### src/rtl/state_seq_gen_pkg.sv
// Shared types and transition rules for the 4-bit state sequencer and its checker.
// Package state_seq_pkg: FSM enum, state width/count, next-hop and legal-edge functions.
package state_seq_pkg;

  localparam int STATE_W = 4;
  localparam int NUM_ST  = 8;

  typedef logic [STATE_W-1:0] st_t;

  typedef enum logic {
    IDLE = 1'b0,
    MOVE = 1'b1
  } fsm_t;

  function automatic st_t ring_next(input st_t s);
    if (s == st_t'(NUM_ST - 1)) return '0;
    return s + st_t'(1);
  endfunction

  // Targets 1 and 2 are reached faster through the 3->1 / 5->1 shortcuts.
  function automatic st_t next_hop(input st_t s, input st_t t);
    if ((t == st_t'(1) || t == st_t'(2)) && (s == st_t'(3) || s == st_t'(5)))
      return st_t'(1);
    return ring_next(s);
  endfunction

  function automatic logic legal_edge(input st_t old_s, input st_t new_s);
    if (new_s == ring_next(old_s)) return 1'b1;
    return (new_s == st_t'(1)) && (old_s == st_t'(3) || old_s == st_t'(5));
  endfunction

endpackage

### src/rtl/state_seq_gen_if.sv
// Request/status bundle between a target requester (master) and state_seq_gen (slave).
interface state_seq_gen_if;
  import state_seq_pkg::*;

  // A target transfers on a clock edge where tgt_valid && tgt_ready; the requester
  // holds tgt_valid and tgt stable until that edge.
  logic tgt_valid;
  logic tgt_ready;
  st_t  tgt;
  logic abort;
  st_t  state;
  logic busy;
  logic done;
  logic err;
  fsm_t fsm_dbg;

  modport master (
    output tgt_valid, tgt, abort,
    input  tgt_ready, state, busy, done, err, fsm_dbg
  );

  modport slave (
    input  tgt_valid, tgt, abort,
    output tgt_ready, state, busy, done, err, fsm_dbg
  );

endinterface

### src/rtl/state_seq_gen_dwell.sv
// Loadable down-counter that times how long each state value is held.
module state_seq_dwell #(
  parameter int DWELL_CYC = 4,
  localparam int CW = $clog2(DWELL_CYC + 1)
) (
  input  logic clk,
  input  logic rst,
  input  logic load,
  input  logic clr,
  input  logic dec,
  output logic zero
);

  localparam logic [CW-1:0] LOAD_VAL = CW'(DWELL_CYC - 1);

  logic [CW-1:0] cnt;

  // Decrement stops at zero so the counter can never wrap.
  always_ff @(posedge clk or posedge rst) begin
    if (rst)                    cnt <= '0;
    else if (clr)               cnt <= '0;
    else if (load)              cnt <= LOAD_VAL;
    else if (dec && cnt != '0)  cnt <= cnt - 1'b1;
  end

  assign zero = (cnt == '0);

endmodule

### src/rtl/state_seq_gen.sv
// Walks the state output toward a requested target one legal hop per DWELL_CYC clocks.
// Define STATE_SEQ_GEN_SVA_EN to compile the embedded transition assertions.
module state_seq_gen #(
  parameter int DWELL_CYC = 4,
  parameter int RESET_ST  = 0
) (
  input  logic            clk,
  input  logic            rst,
  state_seq_gen_if.slave  bus
);
  import state_seq_pkg::*;

  fsm_t fsm_q, fsm_d;
  st_t  state_q, state_d;
  st_t  tgt_q, tgt_d;
  st_t  hop;
  logic done_q, done_d;
  logic err_q, err_d;
  logic cnt_load, cnt_clr, cnt_zero;

  state_seq_dwell #(.DWELL_CYC(DWELL_CYC)) u_dwell (
    .clk  (clk),
    .rst  (rst),
    .load (cnt_load),
    .clr  (cnt_clr),
    .dec  (fsm_q == MOVE),
    .zero (cnt_zero)
  );

  always_ff @(posedge clk or posedge rst) begin
    if (rst) begin
      fsm_q   <= IDLE;
      state_q <= st_t'(RESET_ST);
      tgt_q   <= '0;
      done_q  <= 1'b0;
      err_q   <= 1'b0;
    end else begin
      fsm_q   <= fsm_d;
      state_q <= state_d;
      tgt_q   <= tgt_d;
      done_q  <= done_d;
      err_q   <= err_d;
    end
  end

  always_comb begin
    fsm_d    = fsm_q;
    state_d  = state_q;
    tgt_d    = tgt_q;
    done_d   = 1'b0;
    err_d    = 1'b0;
    cnt_load = 1'b0;
    cnt_clr  = 1'b0;
    hop      = next_hop(state_q, tgt_q);
    case (fsm_q)
      IDLE: begin
        if (bus.tgt_valid) begin
          if (int'(bus.tgt) >= NUM_ST) begin
            err_d = 1'b1;
          end else if (bus.tgt == state_q) begin
            done_d = 1'b1;
          end else begin
            tgt_d    = bus.tgt;
            cnt_load = 1'b1;
            fsm_d    = MOVE;
          end
        end
      end
      MOVE: begin
        // Abort wins over a hop due on the same edge: state is frozen where it is.
        if (bus.abort) begin
          fsm_d   = IDLE;
          cnt_clr = 1'b1;
        end else if (cnt_zero) begin
          state_d = hop;
          if (hop == tgt_q) begin
            done_d = 1'b1;
            fsm_d  = IDLE;
          end else begin
            cnt_load = 1'b1;
          end
        end
      end
      default: fsm_d = IDLE;
    endcase
  end

  assign bus.tgt_ready = (fsm_q == IDLE);
  assign bus.busy      = (fsm_q == MOVE);
  assign bus.state     = state_q;
  assign bus.done      = done_q;
  assign bus.err       = err_q;
  assign bus.fsm_dbg   = fsm_q;

`ifdef STATE_SEQ_GEN_SVA_EN
  
  

  

  

  if (DWELL_CYC > 1) begin : g_dwell_chk
    
  end

  

  
`endif

endmodule
### src/flat_wrapper.sv
// flat-port wrapper written by rule: the top's interface ports become plain ports
module state_seq_gen_flat import state_seq_pkg::*;
#(
  parameter int DWELL_CYC = 4,
  parameter int RESET_ST  = 0
)
  (clk, rst, bus_tgt_valid, bus_tgt, bus_abort, bus_tgt_ready, bus_state, bus_busy, bus_done, bus_err, bus_fsm_dbg);
  state_seq_gen_if bus_i ();
  input  logic clk;
  input  logic rst;
  input wire logic [$bits(bus_i.tgt_valid)-1:0] bus_tgt_valid;
  input wire logic [$bits(bus_i.tgt)-1:0] bus_tgt;
  input wire logic [$bits(bus_i.abort)-1:0] bus_abort;
  output wire logic [$bits(bus_i.tgt_ready)-1:0] bus_tgt_ready;
  output wire logic [$bits(bus_i.state)-1:0] bus_state;
  output wire logic [$bits(bus_i.busy)-1:0] bus_busy;
  output wire logic [$bits(bus_i.done)-1:0] bus_done;
  output wire logic [$bits(bus_i.err)-1:0] bus_err;
  output wire logic [$bits(bus_i.fsm_dbg)-1:0] bus_fsm_dbg;
  assign bus_i.tgt_valid = bus_tgt_valid;
  assign bus_i.tgt = bus_tgt;
  assign bus_i.abort = bus_abort;
  assign bus_tgt_ready = bus_i.tgt_ready;
  assign bus_state = bus_i.state;
  assign bus_busy = bus_i.busy;
  assign bus_done = bus_i.done;
  assign bus_err = bus_i.err;
  assign bus_fsm_dbg = bus_i.fsm_dbg;
  state_seq_gen #(.DWELL_CYC(DWELL_CYC), .RESET_ST(RESET_ST)) u_core (.clk(clk), .rst(rst), .bus(bus_i));
endmodule
### config.mk
export PLATFORM = sky130hd
export DESIGN_NAME = state_seq_gen_flat
export DESIGN_NICKNAME = d
export VERILOG_FILES = /design/src/rtl/state_seq_gen_pkg.sv /design/src/rtl/state_seq_gen_if.sv /design/src/rtl/state_seq_gen_dwell.sv /design/src/rtl/state_seq_gen.sv /design/src/flat_wrapper.sv
export SDC_FILE = /design/constraint.sdc
export NUM_CORES = 1
export LEC_CHECK = 0
export ABC_AREA = 1
export CAP_MARGIN = 15
export CORE_MARGIN = 3
export CORE_UTILIZATION = 45
export CTS_CLUSTER_DIAMETER = 40
export CTS_CLUSTER_SIZE = 16
export DETAILED_ROUTE_END_ITERATION = 10
export GPL_TIMING_DRIVEN = 0
export PLACE_DENSITY = 0.71
export SLEW_MARGIN = 20
export SYNTH_ARGS = -nofsm -noshare
export SYNTH_HDL_FRONTEND = slang
export SYNTH_SLANG_ARGS = --single-unit
### constraint.sdc
create_clock -name clk -period 2.2 [get_ports clk]
set_clock_uncertainty 0.2 [all_clocks]
set_input_delay 0.22 -clock clk [delete_from_list [all_inputs] [get_ports clk]]
set_output_delay 0.22 -clock clk [all_outputs]
set_load 0.01 [all_outputs]
==> impl_metrics.env, run 1 <==
export IMPL_status="completed"
export IMPL_io_pins=17
export IMPL_critPathLaunchType="flip-flop"
export IMPL_initial_core_util_pct=50.0
export IMPL_avgRoutedWirePerCell_um=11.3
export IMPL_switchingPower_uw=756
export IMPL_io_buffers=16
export IMPL_leakagePower_nw=0.568
export IMPL_ys_ff_latch=14
export IMPL_dp_hpwl_mm=1.43
export IMPL_clk_transition_reported_paths_ns=0.08
export IMPL_path_max_fanout=8
export IMPL_grt_max_degree=15
export IMPL_synth_compound_area_share_pct=7.78
export IMPL_wl_mm=1.86
export IMPL_syn_nets=130
export IMPL_layout_common_cells="nand2_1, inv_1, clkdlybuf4s50_1, dfrtp_1, nand3_1"
export IMPL_hold_viol=0
export IMPL_dr_pass1_iters=4
export IMPL_slew_headroom_pct=64.8
export IMPL_grt_overflow=0
export IMPL_antenna_cells=0
export IMPL_synth_xor_area_share_pct=4.86
export IMPL_grtUsageTotal_pct=16.8
export IMPL_grt_pass1_wl_mm=3.22
export IMPL_grt_antenna_before_repair=0
export IMPL_die_h_um=50.7
export IMPL_rows=15
export IMPL_root_buffer="clkbuf_4"
export IMPL_hold_ws_ns=0.0641
export IMPL_syn2layout_area_growth_pct=26.4
export IMPL_period_minus_slack_ns=2.03
export IMPL_worstSetupPathType="flip-flop to flip-flop"
export IMPL_drt_met1_wl_um=907
export IMPL_max_cap_violations=0
export IMPL_syn_mean_instance_area_um2=7.63
export IMPL_top_layer="met4"
export IMPL_p_sw_share_pct=46.3
export IMPL_internal_power_uw=877
export IMPL_globalplace_congestion=0.824
export IMPL_synth_adder_area_share_pct=5.56
export IMPL_grt_pass1_vias=690
export IMPL_die_area_um2=2570
export IMPL_cts_path_max_buffers=2
export IMPL_finalNetCount=153
export IMPL_synth_top_family_by_area="simple AND/OR/NAND/NOR gates"
export IMPL_vias_per_cell=4.93
export IMPL_arrival_ns=2.00
export IMPL_die_x_um=50.7
export IMPL_syn_area_um2=901
export IMPL_hold_buffers=0
export IMPL_cp_required_ns=2.17
export IMPL_tightest_slew_ns=0.527
export IMPL_synthMuxAreaShare_pct=0
export IMPL_clkPwrFrac_pct=8.9
export IMPL_power_frac_comb_pct=61.0
export IMPL_cts_sinks=14
export IMPL_finalSetupViolations=0
export IMPL_yosys_warnings=0
export IMPL_dr_wl_met2_um=837
export IMPL_peakVddDrop_mv=0.811
export IMPL_period_share_pct=92.2
export IMPL_cts_buffers=3
export IMPL_synth_cell_types=24
export IMPL_dr_wl_met3_um=79
export IMPL_slew_viol_final=0
export IMPL_drtIter0Drc=20
export IMPL_placed_cell_area_um2=1090
export IMPL_yosys_area_share_simple_pct=32.8
export IMPL_final_common_cell="nand2_1"
export IMPL_max_freq_ghz=0.493
export IMPL_cts_tree="yes"
export IMPL_vias=809
export IMPL_p_per_area_nw_per_um2=1430
export IMPL_ant_nets=0
export IMPL_ys_seq_area_share_pct=38.9
export IMPL_fp_coreArea_um2=1800
export IMPL_htreeDepth=1
export IMPL_drive_above_1_share_pct=17.3
export IMPL_hold_path_class="input pin to async pin"
export IMPL_drc=0
export IMPL_rsz0062_at_grt="true"
export IMPL_final_area_um2=1140
export IMPL_seqPwrFrac_pct=30.1
export IMPL_postSynthCellCount=118
export IMPL_clock_latency_ns=0.28
export IMPL_end_kind="flip-flop"
power by group through the flow:
| stage | Sequential, mW | Combinational [mW] | Clock, mW |
|---|---|---|---|
| global route | 0.513 | 1.14 | 0.159 |
| finish | 0.491 | 0.997 | 0.145 |
| CTS | 0.489 | 0.960 | 0.149 |
| floorplan | 0.491 | 0.668 | 0 |
| global placement | 0.487 | 0.934 | 0 |
| detailed placement | 0.496 | 0.956 | 0 |
repair_timing:
item                       4_1_cts  5_1_grt
buffers inserted                 0        2
setup endpoints to repair        0        4
hold endpoints to repair         0        0
resized for setup                0        4
final timing paths:
path | start | end | slack [ns] | cells past startpoint
worst max-delay path | u_core.bus.state[0] | u_core.u_dwell.cnt[0] | 0.17 | 13
worst min register to register | u_core.u_dwell.cnt[1] | u_core.u_dwell.cnt[1] | 0.29 | 2
worst min-delay path | rst | u_core.tgt_q[0] | 0.06 | 2
worst max register to register | u_core.bus.state[0] | u_core.u_dwell.cnt[0] | 0.17 | 13
min in group clk | bus_tgt_valid | u_core.bus.err | 0.29 | 3
max in group asynchronous | rst | u_core.bus.state[1] | 1.36 | 2
cells by family (layout without fill, tap and decap cells):
group / count (synthesis) / count (layout)
AOI/OAI and AO/OA: 13 / 13
adders and majority gates: 4 / 4
and+or+nand+nor: 60 / 60
DFF: 14 / 14
buffers and inverters: 22 / 43
xor gates and xnor gates: 5 / 5
flip-flops by register name (all words and copies together), names as in the netlist:
signal and flops:
u_core.bus.busy 1, u_core.bus.err 1, u_core.bus.done 1, u_core.bus.state 4, u_core.tgt_q 4, u_core.u_dwell.cnt 3
cells in the mapped netlist:
cell type  number  share of area, %
a21oi_1         1              0.56
buf_4           1              0.83
clkinv_4        1              0.97
dfrtp_1        14                39
ha_1            4               5.6
inv_1          17               7.1
inv_2           3               1.2
nand2_1        33                14
nand2_2         2               1.4
nand2_4         1               1.2
nand3_1         9               5.0
nand3_2         1               1.1
nand3_4         1               1.9
nand4_1         2               1.4
nor2_1          6               2.5
nor2_2          3               2.1
nor3_1          1              0.56
nor3_4          1               1.8
o21ai_0         2               1.1
o21ai_1         8               4.4
o21ai_2         1              0.97
o22ai_1         1              0.69
xnor2_1         4               3.9
xor2_1          1              0.97
critical path, stage by stage, from the launching register on:
cell and delay, ns:
dfrtp_2 0.44, ha_2 0.22, nor2_2 0.10, nor2_1 0.06, nand3_2 0.13, nand2_1 0.09
nand2_1 0.06, nand2_1 0.05, nor2_2 0.12, nand2_2 0.09, nand2_4 0.08, nand3_4 0.10
nand3_1 0.11, nand2_1 0.05
stage by stage:
step	total power, mW	worst slack (ns)	TNS (ns)	cells	util, %
floorplan	1.16	0.265	0	118	-
global placement	1.42	0.123	0	159	60.6
detailed placement	1.45	0.0515	0	159	60.6
CTS	1.60	0.0380	0	162	61.9
global route	1.81	-0.0130	-0.0186	164	63.2
finish	1.63	0.171	0	164	63.2
area by class of cell:
class	count	area (um^2)
Fill cell	173	663
Tap cell	25	31.3
Buffer	1	7.51
Clock buffer	3	22.5
Sequential cell	14	353
Timing Repair Buffer	18	175
Inverter	21	83.8
Multi-Input combinational cell	82	465
per-layer routing:
metal	track usage, %	vias up
met1	24.4	368
met3	3.86	5
met5	0	-
met4	6.73	0
li1	-	417
met2	23.9	19
(Power assumes the default switching activity.)
==> run 2: changes to the inputs <==
- PLACE_DENSITY: 0.71 -> 0.73
==> run 2 against run 1 <==
Against the previous run:
- wire length increased by 13%
- clock power rose by 34%
- total power is 9.4% higher
- flip-flop and latch count unchanged
- count of clock-buffer cells in the layout is 1 higher
- utilization increased by 2.0 points
- non-clock buffer count unchanged
- sequential power rose by 2%
- hold slack better by 0.0021 ns
- global-route usage grew 0.063 points
- final area is 3.2% higher
==> impl_metrics.env, run 2 (same netlist as run 1, synthesis figures left out) <==
export IMPL_layout_common_cells="nand2_1, inv_1, clkdlybuf4s50_1, dfrtp_1, nand3_1"
export IMPL_tightest_slew_ns=0.539
export IMPL_worst_path_buf_inv=1
export IMPL_htreeDepth=1
export IMPL_end_kind="flip-flop"
export IMPL_drive_above_1_share_pct=22.1
export IMPL_ant_nets=0
export IMPL_root_buffer="clkbuf_4"
export IMPL_cts_tree="yes"
export IMPL_hold_viol=0
export IMPL_grt_pass1_wl_mm=3.19
export IMPL_dp_hpwl_mm=1.51
export IMPL_grt_max_degree=15
export IMPL_io_buffers=16
export IMPL_grtUsageTotal_pct=16.9
export IMPL_die_area_um2=2570
export IMPL_p_per_area_nw_per_um2=1520
export IMPL_grt_overflow=0
export IMPL_wl_mm=2.10
export IMPL_dr_pass1_iters=4
export IMPL_path_max_fanout=8
export IMPL_worstSetupPathType="flip-flop to flip-flop"
export IMPL_final_common_cell="nand2_1"
export IMPL_avgRoutedWirePerCell_um=12.7
export IMPL_status="completed"
export IMPL_drc=0
export IMPL_vias=816
export IMPL_arrival_ns=2.08
export IMPL_antenna_cells=0
export IMPL_clk_transition_reported_paths_ns=0.09
export IMPL_period_minus_slack_ns=2.09
export IMPL_cp_required_ns=2.19
export IMPL_n_fill_cell=162
export IMPL_hold_ws_ns=0.0662
export IMPL_hold_path_class="input pin to async pin"
export IMPL_cts_sinks=14
export IMPL_max_cap_violations=0
export IMPL_die_x_um=50.7
export IMPL_leakagePower_nw=0.577
export IMPL_drtIter0Drc=18
export IMPL_seqCellArea_um2=353
export IMPL_hold_buffers=0
export IMPL_die_h_um=50.7
export IMPL_grt_pass1_vias=730
export IMPL_rows=15
export IMPL_max_freq_ghz=0.478
export IMPL_crit_chain="inv_2 -> ha_1 -> nor2_1 -> nor2_1 -> nand3_4 -> nand3_1 -> nand2_1 -> nor2_2 -> nand2_2 -> nand2_4 -> nand3_4 -> nand3_1 -> nand2_1"
export IMPL_fp_coreArea_um2=1800
export IMPL_globalplace_congestion=0.816
export IMPL_cts_path_max_buffers=2
export IMPL_peakVddDrop_mv=0.809
export IMPL_multi_input_area_um2=488
export IMPL_grt_antenna_before_repair=0
export IMPL_finalNetCount=153
export IMPL_initial_core_util_pct=50.0
export IMPL_crit_slowest_cell="dfrtp_2"
export IMPL_syn2layout_area_growth_pct=30.4
export IMPL_final_cells=165
export IMPL_slew_viol_final=0
export IMPL_slew_headroom_pct=64.0
export IMPL_io_pins=17
export IMPL_period_share_pct=95.1
export IMPL_clock_latency_ns=0.29
export IMPL_critPathLaunchType="flip-flop"
export IMPL_placedCellCount=159
export IMPL_crit_path_max_incr_delay_ns=0.46
export IMPL_cts_buffers=3
export IMPL_critPathTopFamily="simple AND/OR/NAND/NOR gates"
export IMPL_vias_per_cell=4.95
export IMPL_finalSetupViolations=0
## run 2: path summary, 6_finish.rpt
| path | startpoint | end | slack (ns) | depth (start not counted) |
|---|---|---|---|---|
| worst max-delay path | u_core.bus.state[1] | u_core.u_dwell.cnt[0] | 0.11 | 13 |
| worst min-delay path | rst | u_core.bus.state[2] | 0.07 | 2 |
| worst max register to register | u_core.bus.state[1] | u_core.u_dwell.cnt[0] | 0.11 | 13 |
| worst min register to register | u_core.u_dwell.cnt[1] | u_core.u_dwell.cnt[1] | 0.29 | 2 |
| max in group asynchronous | rst | u_core.bus.state[0] | 1.35 | 2 |
| min in group clk | bus_tgt_valid | u_core.bus.err | 0.28 | 3 |
## run 2: metal layers
layer / up-vias / track usage, % / share of wire [%]
li1: 412 / - / -
met1: 372 / 22.9 / 45
met2: 22 / 25.9 / 47
met3: 10 / 2.67 / 3.5
met4: 0 / 8.52 / 4.2
met5: - / 0 / 0
## run 2: where the power goes
| part | switching [mW] | total, mW | internal (mW) |
|---|---|---|---|
| clock | 0.0943 | 0.195 | 0.101 |
| sequential | 0.134 | 0.499 | 0.365 |
| combinational | 0.612 | 1.09 | 0.480 |
## run 2: per-stage QoR
step           cell area (um^2)  worst slack [ns]  utilization [%]  TNS [ns]  power [mW]
2_1_floorplan               901             0.265                -         0        1.16
3_3_place_gp               1090             0.142             60.6         0        1.42
3_5_place_dp               1090            0.0890             60.6         0        1.46
4_1_cts                    1130            0.0652             62.6         0        1.67
5_1_grt                    1170          -0.00391             65.2  -0.00391        1.93
6_report                   1170             0.108             65.2         0        1.79
## run 2: area by class of cell
class	count	area share (%)
Timing Repair Buffer	18	14.9
Clock buffer	4	3.09
Multi-Input combinational cell	82	41.5
Buffer	1	0.639
Sequential cell	14	30.0
Tap cell	25	2.66
Inverter	21	7.14
## run 2: repair_timing
action                                  CTS  global route
endpoints found under the hold margin     0             0
endpoints found under the setup margin    0             4
buffers inserted                          0             2
resized for setup                         0            11
